## src/rtl/fetch_queue_pkg.sv

```systemverilog
// Shared fetch/decode definitions: word width, NOP and trap encodings, FIFO entry layout.
package fetch_queue_pkg;

    localparam int          WORD_W  = 16;
    localparam logic [15:0] NOP_ENC = 16'h0201;
    localparam logic [7:0]  TRAP_OP = 8'h00;

    typedef logic [WORD_W-1:0] word_t;

    typedef struct packed {
        word_t ir;
        word_t pc;
    } fetch_entry_t;

    typedef enum logic {
        RUN,
        STOPPED
    } fetch_state_e;

    function automatic logic [7:0] op_field(input word_t w);
        return w[15:8];
    endfunction

    function automatic logic is_trap(input word_t w);
        return op_field(w) == TRAP_OP;
    endfunction

endpackage

```

## src/rtl/fetch_fifo.sv

```systemverilog
// Circular buffer of (ir, pc) fetch entries with push/pop/flush and an occupancy count.
module fetch_fifo
    import fetch_queue_pkg::*;
#(
    parameter int    DEPTH    = 4,
    parameter word_t NOP_WORD = NOP_ENC,
    localparam int   PTR_W    = $clog2(DEPTH),
    localparam int   CNT_W    = PTR_W + 1
) (
    input  logic               clk,
    input  logic               reset,
    input  logic               flush,
    input  logic               push,
    input  fetch_entry_t       push_entry,
    input  logic               pop,
    output logic [CNT_W-1:0]   count,
    output logic               head_valid,
    output word_t              head_ir,
    output word_t              head_pc
);

    fetch_entry_t     mem [DEPTH];
    logic [PTR_W-1:0] wr_ptr;
    logic [PTR_W-1:0] rd_ptr;

    // DEPTH is a power of two, so the pointers wrap naturally.
    always_ff @(posedge clk) begin
        if (reset || flush) begin
            wr_ptr <= '0;
            rd_ptr <= '0;
            count  <= '0;
        end else begin
            if (push) wr_ptr <= wr_ptr + 1'b1;
            if (pop)  rd_ptr <= rd_ptr + 1'b1;
            case ({push, pop})
                2'b10:   count <= count + 1'b1;
                2'b01:   count <= count - 1'b1;
                default: count <= count;
            endcase
        end
    end

    // NOTE: storage is deliberately not reset; count alone decides which slots are valid.
    always_ff @(posedge clk) begin
        if (push && !flush && !reset) mem[wr_ptr] <= push_entry;
    end

    assign head_valid = (count != '0);
    assign head_ir    = head_valid ? mem[rd_ptr].ir : NOP_WORD;
    assign head_pc    = head_valid ? mem[rd_ptr].pc : '0;

endmodule

```

## src/rtl/fetch_queue.sv

```systemverilog
// Instruction-fetch front end: issues imem reads, buffers (ir, pc) pairs, flushes on redirect, halts on trap.
module fetch_queue
    import fetch_queue_pkg::*;
#(
    parameter int    DEPTH    = 4,
    parameter word_t NOP_WORD = NOP_ENC
) (
    input  logic        clk,
    input  logic        reset,
    output logic        imem_req,
    output logic [15:0] imem_addr,
    input  logic [15:0] imem_rdata,
    input  logic        redirect,
    input  logic [15:0] redirect_pc,
    input  logic        deq_ready,
    output logic        out_valid,
    output logic [15:0] out_ir,
    output logic [15:0] out_pc,
    output logic        stopped
);

    localparam int PTR_W = $clog2(DEPTH);
    localparam int CNT_W = PTR_W + 1;
    localparam logic [CNT_W:0] DEPTH_L = (CNT_W + 1)'(DEPTH);

    fetch_state_e     state;
    word_t            fetch_pc;
    word_t            req_pc;
    logic             inflight;
    logic [CNT_W-1:0] count;
    logic [CNT_W:0]   pending;
    logic             accept;
    logic             pop;

    // Room check ignores a same-cycle dequeue, so a full queue can never overflow.
    assign pending   = {1'b0, count} + {{CNT_W{1'b0}}, inflight};
    assign imem_req  = !reset && (state == RUN) && !redirect && (pending < DEPTH_L);
    assign imem_addr = fetch_pc;

    // Words arriving after a trap, during a redirect or after reset (inflight=0) are dropped.
    assign accept  = inflight && (state == RUN) && !redirect && !reset;
    assign pop     = out_valid && deq_ready && !redirect;
    assign stopped = (state == STOPPED);

    always_ff @(posedge clk) begin
        if (reset) begin
            state    <= RUN;
            fetch_pc <= '0;
            req_pc   <= '0;
            inflight <= 1'b0;
        end else if (redirect) begin
            state    <= RUN;
            fetch_pc <= redirect_pc;
            inflight <= 1'b0;
        end else begin
            inflight <= imem_req;
            if (imem_req) begin
                fetch_pc <= fetch_pc + 16'd1;
                req_pc   <= fetch_pc;
            end
            if (accept && is_trap(imem_rdata)) state <= STOPPED;
        end
    end

    fetch_fifo #(
        .DEPTH    (DEPTH),
        .NOP_WORD (NOP_WORD)
    ) u_fifo (
        .clk        (clk),
        .reset      (reset),
        .flush      (redirect),
        .push       (accept),
        .push_entry ('{ir: imem_rdata, pc: req_pc}),
        .pop        (pop),
        .count      (count),
        .head_valid (out_valid),
        .head_ir    (out_ir),
        .head_pc    (out_pc)
    );

endmodule

```

## config.mk

```make
export PLATFORM = sky130hd
export DESIGN_NAME = fetch_queue
export DESIGN_NICKNAME = d
export VERILOG_FILES = /design/src/rtl/fetch_queue_pkg.sv /design/src/rtl/fetch_fifo.sv /design/src/rtl/fetch_queue.sv
export SDC_FILE = /design/constraint.sdc
export NUM_CORES = 1
export LEC_CHECK = 0
export CAP_MARGIN = 20
export CORE_UTILIZATION = 40
export DETAILED_ROUTE_END_ITERATION = 10
export GPL_TIMING_DRIVEN = 1
export PLACE_DENSITY = 0.7
export SETUP_SLACK_MARGIN = 0.1
export SYNTH_ARGS = -nofsm -noshare
export SYNTH_HDL_FRONTEND = slang
export SYNTH_HIERARCHICAL = 1
export SYNTH_SLANG_ARGS = --single-unit
```

## constraint.sdc

```tcl
create_clock -name clk -period 4.1 [get_ports clk]
set_clock_uncertainty 0.2 [all_clocks]
set_input_delay 0.41 -clock clk [delete_from_list [all_inputs] [get_ports clk]]
set_output_delay 0.41 -clock clk [all_outputs]
set_load 0.01 [all_outputs]
```

==> flow_summary.json, run 1 <==
{
  "htreeDepth": 4,
  "setup_violations": 0,
  "maxSlewViolCount": 0,
  "synth-async-reset-ratio_pct": 0,
  "swShare_pct": 19.5,
  "design.final.nets": 594,
  "startpoint_type": "register",
  "post_route_cells_drive_above_1_share_pct": 13.0,
  "clock.fmax_mhz": 298,
  "power.switching_uw": 686,
  "clock_tree.buffer_depth": 2,
  "number_of_synthesized_flops_with_an_enable_pin": 128,
  "whs_endpoint": "req_pc[0]",
  "setup_repair_after_global_routing_missed_its_margin": "no",
  "grt_pass1_vias": 4083,
  "cell_pwr_density_nw_per_um2": 411,
  "post-cts-setup-buffer-count": 0,
  "internal_reg_to_reg_setup_slack_ns": 1.61,
  "worstSkewPairLatency_ns": 0.42,
  "syn_avg_cell_area_sq_um": 15.1,
  "die_width_um": 133,
  "path_clk_slew_ns": 0.06,
  "required_ns": 3.49,
  "power.ir.vdd_worst_mv": 0.359,
  "gp_routability_congestion": 0.820,
  "share_of_power_burned_in_the_clock_network_pct": 41.7,
  "internal_power_uw": 2830,
  "pin_count_of_the_biggest_net_entering_global_routing": 33,
  "grt_usage_pct": 16.2,
  "tritoncts.num_buffers": 17,
  "r2r_start": "u_fifo/count[0]",
  "cts_repair_resize_count": 0,
  "grt_first_pass_wirelength_um": 21500,
  "dieHeight_um": 133,
  "synthFlopType": "edfxtp_1",
  "core_area_sq_um": 16700,
  "hpwlAfterDp_um": 8710,
  "post_cts_hold_buffer_count": 0,
  "floorplan.initialDensity_pct": 41.2,
  "synth.net_count": 498,
  "drc": 0,
  "vias": 4177,
  "layout-area-overhead-vs-synth_pct": 24.1,
  "finalSetupTns_ns": 0,
  "rows": 47,
  "route.detailed.wl_per_inst_um": 17.3,
  "routed_wire_length_um": 13500,
  "iteration_0_drc_count_of_the_detailed_router": 255,
  "worst-path-max-fanout": 20,
  "hold-path-cell-count": 2,
  "power.leakage_uw": 0.00279,
  "min_path_type": "reg -> reg",
  "total_clock_sinks": 171,
  "worst-r2r-cell-count": 10,
  "max_cap_viol_count": 0,
  "synth.yosys.warnings": 6,
  "first_pass_detailed_route_iteration_total": 5,
  "die_area_sq_um": 17700,
  "postSynthRegisterBits": 171,
  "grt_antenna_before_repair": 0,
  "worstSetupEndpointType": "output port",
  "synthCells": 455,
  "final_min_period_over_clock_period_pct": 81.8,
  "min_period_ns": 3.35,
  "final_hold_viol_count": 0,
  "power.sequential.fraction_pct": 54.1,
  "final_antenna_net_count": 0,
  "pwr-share-comb_pct": 4.2,
  "max_slew.worst_pin.slew_ns": 0.739,
  "port_buffers": 86,
  "hp-start": "req_pc[0]",
  "status": "complete, no violations",
  "post_synthesis_sequential_area_ratio_pct": 68.4,
  "synth.distinct_cells": 42,
  "antennaDiodeCount": 0,
  "finish.cell_count_without_fillers": 781,
  "tritoncts": "done",
  "io-pin-count": 87,
  "worst-endpoint-arrival_ns": 2.74,
  "via_per_inst": 5.35,
  "path_class": "reg -> out",
  "cts.root.buffer_cell": "clkbuf_16",
  "synthesis.area_sq_um": 6880,
  "reg2reg_to": "u_fifo/count[2]",
  "post-place-cells": 752,
  "gr-total-overflow": 0,
  "max_slew_margin_pct": 50.7
}
## routing by layer
metal  wire length [um]  part of all wire [%]  GRT usage [%]  vias up
li1                   -                     -              -     1928
met1               5950                    44           21.4     2065
met2               6440                    48           25.5      165
met3                967                   7.1           5.29       19
met4                178                   1.3           5.18        0
met5                  0                     0              0        -
## cell families (layout without fill, tap and decap cells)
logic type | count (synthesis) | in the layout | synth area share [%]
buf+inv | 37 | 143 | 2.54
simple gates | 148 | 148 | 11.7
compound gates | 53 | 53 | 4.69
flops | 171 | 171 | 68.4
mux | 33 | 33 | 10.6
fa+ha+maj | 7 | 7 | 1.38
xor+xnor | 6 | 6 | 0.763
## per-stage QoR
step                area [sq um]  worst slack [ns]  hold slack, ns  utilization, %  total power (uW)
floorplan                   6880              1.02           0.260               -              1990
global placement            8010              1.14           0.276            47.9              2080
detailed placement          8010              1.06           0.300            47.9              2080
CTS                         8540             0.645           0.314            51.2              3550
global route                8540             0.560           0.330            51.2              3640
finish                      8540             0.747           0.312            51.2              3520
## area by class of cell
type	instances	area, sq um
clock buffers	20	437
multi-input cells	247	2010
inverters	15	56.3
repair buffers	99	958
flip-flops and latches	171	4710
clock inverters	9	101
fillers	1383	8160
well taps	220	275
## worst max-delay path, cell delays in order, from the launching register on
cell and delay [ns]:
dfxtp_2 0.80, buf_4 0.32, mux4_2 0.51, or2_1 0.22, clkdlybuf4s50_1 0.47
## worst max path at each step
stage | startpoint | endpoint | slack (ns) | cells past startpoint
global placement | register | out_ir[0] | 1.14 | 4
CTS | register | out_ir[0] | 0.65 | 4
global route | register | out_ir[0] | 0.56 | 4
detailed placement | reset | u_fifo/count[2] | 1.06 | 10
floorplan | redirect | u_fifo/mem[0][0] | 1.02 | 4
finish | register | out_ir[0] | 0.75 | 4
## cell usage after synthesis, types with 7 or more instances
library cell	n	area share [%]
edfxtp_1	128	56
nand2_1	44	2.4
dfxtp_1	43	13
nor2b_1	34	3.1
mux4_2	32	10
a21oi_1	25	1.8
inv_1	14	0.76
and3_1	13	1.2
nor2_1	13	0.71
clkbuf_1	12	0.65
nand3_1	9	0.65
a31oi_1	8	0.73
nor4_1	7	0.64
## sequential cells by signal, summed over array words and instances (netlist names), named ones only
signal	count
u_fifo/mem	128
imem_addr	16
req_pc	16
u_fifo/count	3
u_fifo/rd_ptr	2
u_fifo/wr_ptr	2
inflight	1
stopped	1
## placed cells by master (no fill, tap or decap), types with 3 or more instances in the layout
cell type / Yosys / routed
a21oi_1: 25 / 25
a31oi_1: 8 / 8
and3_1: 13 / 13
buf_4: 0 / 13
clkbuf_1: 12 / 3
clkbuf_16: 0 / 17
clkdlybuf4s50_1: 0 / 86
clkinv_1: 1 / 4
dfxtp_1: 43 / 42
edfxtp_1: 128 / 128
ha_1: 6 / 6
inv_1: 14 / 14
mux4_2: 32 / 32
nand2_1: 44 / 44
nand3_1: 9 / 9
nand3b_1: 4 / 4
nor2_1: 13 / 13
nor2b_1: 34 / 34
nor3_1: 5 / 5
nor4_1: 7 / 7
o211ai_1: 4 / 4
o21ai_0: 5 / 5
or3_1: 4 / 4
or4_1: 4 / 4
xor2_1: 4 / 4
## power by group through the flow
stage	logic, uW	clock network [uW]	registers, uW
after floorplan	56.8	0	1930
after global placement	143	0	1930
after detailed placement	147	0	1940
after CTS	149	1500	1900
after global routing	161	1570	1900
final	148	1470	1900
Note: power is estimated with default switching activity, not from simulation.
==> inputs of run 2 (changes only) <==
==> constraint.sdc (replaced) <==
create_clock -name clk -period 3.2 [get_ports clk]
set_clock_uncertainty 0.2 [all_clocks]
set_input_delay 0.32 -clock clk [delete_from_list [all_inputs] [get_ports clk]]
set_output_delay 0.32 -clock clk [all_outputs]
set_load 0.01 [all_outputs]
==> run 2 against run 1 <==
Against the previous run:
- sequential cell count is the same
- sequential power up 28%
- die area unchanged
- core utilization is 0.78 points higher
- via count is 0.65% lower
- hold slack got worse by 0.024 ns
- sequential share of layout area fell by 0.83 points
- register-to-register slack worse by 0.86 ns
- clock power up 39%
- global-route usage increased by 0.36 points
- combinational power is 30% higher
- critical endpoint is now out_ir[9]
- highest routed layer unchanged
==> flow_summary.json, run 2 (same netlist as run 1, synthesis figures left out) <==
{
  "status": "complete, no violations",
  "max_slew_margin_pct": 59.5,
  "routed_wire_length_um": 13800,
  "layout-area-overhead-vs-synth_pct": 26.0,
  "power.leakage_uw": 0.00284,
  "post_route_cells_drive_above_1_share_pct": 13.7,
  "iteration_0_drc_count_of_the_detailed_router": 271,
  "worst-path-max-fanout": 32,
  "design.final.nets": 594,
  "worst_slack_ns": 0.418,
  "max_slew.worst_pin.slew_ns": 0.602,
  "clock.fmax_mhz": 359,
  "fillerInstances": 1407,
  "pin_count_of_the_biggest_net_entering_global_routing": 33,
  "io-pin-count": 87,
  "path_class": "reg -> out",
  "grt_antenna_before_repair": 0,
  "final_hold_viol_count": 0,
  "die_width_um": 133,
  "port_buffers": 86,
  "post_cts_hold_buffer_count": 0,
  "min_period_ns": 2.78,
  "core_area_sq_um": 16700,
  "die_area_sq_um": 17700,
  "top_register_by_number_of_flip_flops": "u_fifo/mem",
  "hpwlAfterDp_um": 8790,
  "finalSetupTns_ns": 0,
  "worst_hold_slack_ns": 0.288,
  "cell_pwr_density_nw_per_um2": 537,
  "total_clock_sinks": 171,
  "route.detailed.wl_per_inst_um": 17.6,
  "post-route-cell-area_sq_um": 8670,
  "setup_repair_after_global_routing_missed_its_margin": "no",
  "via_per_inst": 5.29,
  "gp_routability_congestion": 0.888,
  "max_cap_viol_count": 0,
  "worstSetupEndpointType": "output port",
  "largest_register_ff_count": 128,
  "final_common_cell": "edfxtp_1",
  "slowest_cell_on_the_critical_path": "mux4_2",
  "rows": 47,
  "dieHeight_um": 133,
  "worst-endpoint-arrival_ns": 2.26,
  "antennaDiodeCount": 0,
  "startpoint_type": "register",
  "placed_area_sq_um": 8070,
  "maxSlewViolCount": 0,
  "setup_violations": 0,
  "cts_repair_resize_count": 0,
  "final_antenna_net_count": 0,
  "vias": 4150,
  "tritoncts": "done",
  "cell_by_cell_listing_of_the_critical_path": "buf_12 > mux4_2 > or2_1 > clkdlybuf4s50_1",
  "required_ns": 2.68,
  "grt_usage_pct": 16.6,
  "worstSkewPairLatency_ns": 0.41,
  "timing.critical_path.slowest_cell_delay_ns": 0.52,
  "htreeDepth": 4,
  "power.ir.vdd_worst_mv": 0.400,
  "tritoncts.num_buffers": 17,
  "floorplan.initialDensity_pct": 41.2,
  "min_path_type": "in -> reg",
  "grt_first_pass_wirelength_um": 22100,
  "path_clk_slew_ns": 0.06,
  "final_min_period_over_clock_period_pct": 86.9,
  "grt_pass1_vias": 4247,
  "most_used_cells_in_the_layout_excluding_fill_and_tap_cells": "edfxtp_1, clkdlybuf4s50_1, nand2_1",
  "post-cts-setup-buffer-count": 0,
  "post-place-ws_ns": 0.412,
  "gr-total-overflow": 0,
  "clock_tree.buffer_depth": 2,
  "drc": 0,
  "cts.root.buffer_cell": "clkbuf_16",
  "finish.utilization_pct": 51.9,
  "first_pass_detailed_route_iteration_total": 4
}
==> run 2: cell count changes in the layout (fill, tap and decap cells not counted), sizes merged <==
cell    previous run  this run
clkbuf            20        27
clkinv             7         3
==> run 2: path summary, 6_finish.rpt <==
kind                                       from                to  slack (ns)  cells past startpoint
worst max-delay path                   register         out_ir[9]        0.42                      4
worst min-delay path             redirect_pc[7]      imem_addr[7]        0.29                      3
worst max register to register  u_fifo/count[2]   u_fifo/count[2]        0.75                     10
worst min register to register        req_pc[6]  u_fifo/mem[2][6]        0.31                      0
==> run 2: per-stage QoR <==
| stage | total power, uW | instances |
|---|---|---|
| floorplan | 2550 | 455 |
| global placement | 2660 | 752 |
| detailed placement | 2670 | 752 |
| CTS | 4700 | 784 |
| global route | 4800 | 784 |
| finish | 4660 | 784 |
==> run 2: per-layer routing <==
layer	vias to the layer above	global-route usage (%)	share of wire [%]
li1	1927	-	-
met1	2069	21.4	44
met2	143	27.5	49
met3	11	4.19	6.0
met4	0	5.18	0.79
met5	-	0	0
==> run 2: layout make-up <==
type                       instances  area (sq um)  share of cell area [%]
sequential                       171          4710                    54.3
multi-input combinational        247          2010                    23.2
timing repair buffer              99          1020                    11.8
clock buffer                      27           524                    6.04
tap                              220           275                    3.17
clock inverter                     5          81.3                   0.938
inverter                          15          56.3                   0.649
==> run 2: critical path, delay by kind of cell, from the launching register on <==
kind / cells / cell delay (ns)
flops: 1 / 0.34
simple gates: 1 / 0.24
buf+inv: 2 / 0.74
mux: 1 / 0.52
==> run 2: power by group <==
group          internal [uW]  switching, uW  leakage (uW)  total, uW
clock network           1280            754      0.000293       2040
logic                    103           89.0      0.000987        192
registers               2400           37.2       0.00156       2430
==> inputs of run 3 (changes only) <==
--- a/config.mk
+++ b/config.mk
@@ -6,10 +6,10 @@
 export NUM_CORES = 1
 export LEC_CHECK = 0
 export CAP_MARGIN = 20
-export CORE_UTILIZATION = 40
+export CORE_UTILIZATION = 45
 export DETAILED_ROUTE_END_ITERATION = 10
 export GPL_TIMING_DRIVEN = 1
-export PLACE_DENSITY = 0.7
+export PLACE_DENSITY = 0.76
 export SETUP_SLACK_MARGIN = 0.1
 export SYNTH_ARGS = -nofsm -noshare
 export SYNTH_HDL_FRONTEND = slang
==> run 3 against run 2 <==
Against the previous run:
- critical endpoint is now out_pc[1]
- final cell count down 4.6%
- via count down 0.34%
- global-route usage up 2.3 points
- largest cell class unchanged
- highest routed layer unchanged
- critical path type unchanged
- hold slack better by 0.0091 ns
- design area about the same
- fmax down 0.20%
- clock power up 8%
- die area down 11%
- the flow now finishes with violations (design-rule violations)
- power up 3.6%
==> flow_summary.json, run 3 (same netlist as run 1, synthesis figures left out) <==
{
  "die_area_sq_um": 15800,
  "status": "finished, violations left",
  "dieHeight_um": 126,
  "design.final.nets": 594,
  "setup_repair_after_global_routing_missed_its_margin": "no",
  "worst-path-max-fanout": 32,
  "layout-area-overhead-vs-synth_pct": 25.9,
  "largest_register_ff_count": 128,
  "drc": 7,
  "hpwlAfterDp_um": 8630,
  "required_ns": 2.68,
  "grt_first_pass_wirelength_um": 22500,
  "path_class": "reg -> out",
  "finalSetupTns_ns": 0,
  "antennaDiodeCount": 0,
  "reg2reg_to": "u_fifo/count[2]",
  "path_clk_slew_ns": 0.06,
  "grt_pass1_vias": 4293,
  "cts.root.buffer_cell": "clkbuf_16",
  "setup_violations": 0,
  "post_cts_hold_buffer_count": 0,
  "top_register_by_number_of_flip_flops": "u_fifo/mem",
  "htreeDepth": 4,
  "hp-start": "redirect_pc[5]",
  "grt_usage_pct": 18.8,
  "io-pin-count": 87,
  "post_route_cells_drive_above_1_share_pct": 14.0,
  "iteration_0_drc_count_of_the_detailed_router": 289,
  "violations_in_the_final_reports": "design-rule violations",
  "r2r_start": "u_fifo/count[0]",
  "min_path_type": "in -> reg",
  "maxSlewViolCount": 0,
  "gr-total-overflow": 0,
  "floorplan.initialDensity_pct": 46.7,
  "first_pass_detailed_route_iteration_total": 7,
  "pin_count_of_the_biggest_net_entering_global_routing": 33,
  "rows": 44,
  "clock.fmax_mhz": 359,
  "worst-r2r-cell-count": 10,
  "vias": 4136,
  "hold-path-cell-count": 3,
  "power.ir.vdd_worst_mv": 0.465,
  "final_common_cell": "edfxtp_1",
  "tritoncts.num_buffers": 17,
  "most_used_cells_in_the_layout_excluding_fill_and_tap_cells": "edfxtp_1, clkdlybuf4s50_1, nand2_1",
  "grt_antenna_before_repair": 0,
  "total_clock_sinks": 171,
  "max_slew.worst_pin.slew_ns": 0.616,
  "worst-endpoint-arrival_ns": 2.27,
  "startpoint_type": "register",
  "min_period_ns": 2.79,
  "internal_reg_to_reg_setup_slack_ns": 0.78,
  "clock_tree.buffer_depth": 2,
  "max_cap_viol_count": 0,
  "post-cts-setup-buffer-count": 0,
  "final_min_period_over_clock_period_pct": 87.1,
  "via_per_inst": 5.53,
  "tritoncts": "done",
  "power.leakage_uw": 0.00286,
  "worstSetupEndpointType": "output port",
  "route.detailed.wl_per_inst_um": 18.6,
  "final_hold_viol_count": 0,
  "final_antenna_net_count": 0,
  "core_area_sq_um": 14800,
  "cell_pwr_density_nw_per_um2": 557,
  "worstSkewPairLatency_ns": 0.41,
  "whs_endpoint": "imem_addr[5]",
  "port_buffers": 86,
  "die_width_um": 126,
  "gp_routability_congestion": 0.887,
  "worst_hold_slack_ns": 0.297,
  "cts_repair_resize_count": 0,
  "routed_wire_length_um": 13900,
  "max_slew_margin_pct": 59.0,
  "finish.utilization_pct": 58.7
}
-- run 3: changes by cell type in the layout (fill, tap and decap cells not counted), sizes merged --
cell,change
bufinv,+3
inv,+3
clkbuf,-9
clkinv,+3
-- run 3: layout make-up --
type,count,area (sq um)
flip-flops and latches,171,4710
inverters,15,56.3
repair buffers,99,1020
multi-input cells,247,2010
fillers,1111,6090
well taps,184,230
clock buffers,18,429
clock inverters,14,214
-- run 3: routing by layer --
| metal | routed length (um) | global-route usage (%) |
|---|---|---|
| met5 | 0 | 0 |
| met2 | 6910 | 30.9 |
| met1 | 6010 | 24.5 |
| met3 | 882 | 5.01 |
| met4 | 140 | 5.95 |
-- run 3: through the flow --
step	power, uW	setup WS, ns	cell area (sq um)	cells
floorplan	2550	0.206	6880	455
global placement	2660	0.569	8020	716
detailed placement	2670	0.471	8020	716
CTS	4870	0.351	8670	748
global route	4980	0.299	8670	748
finish	4830	0.412	8670	748
-- run 3: power by group --
group / internal (uW) / switching [uW]
combinational: 103 / 87.4
clock: 1390 / 819
sequential: 2400 / 37.5
-- run 3: how the worst max path moves through the flow --
| stage | start | cells past startpoint | slack [ns] | endpoint |
|---|---|---|---|---|
| global placement | reset | 10 | 0.57 | u_fifo/count[2] |
| detailed placement | reset | 10 | 0.47 | u_fifo/count[2] |
| CTS | register | 4 | 0.35 | out_ir[0] |
| global route | register | 4 | 0.30 | out_pc[14] |
| floorplan | redirect | 4 | 0.21 | u_fifo/mem[0][0] |
| finish | register | 4 | 0.41 | out_pc[1] |
-- run 3: worst max-delay path, stage by stage, from the launching register on --
cell and delay [ns]:
dfxtp_2 0.34, buf_12 0.25, mux4_2 0.55, nor2b_1 0.17
clkdlybuf4s50_1 0.50
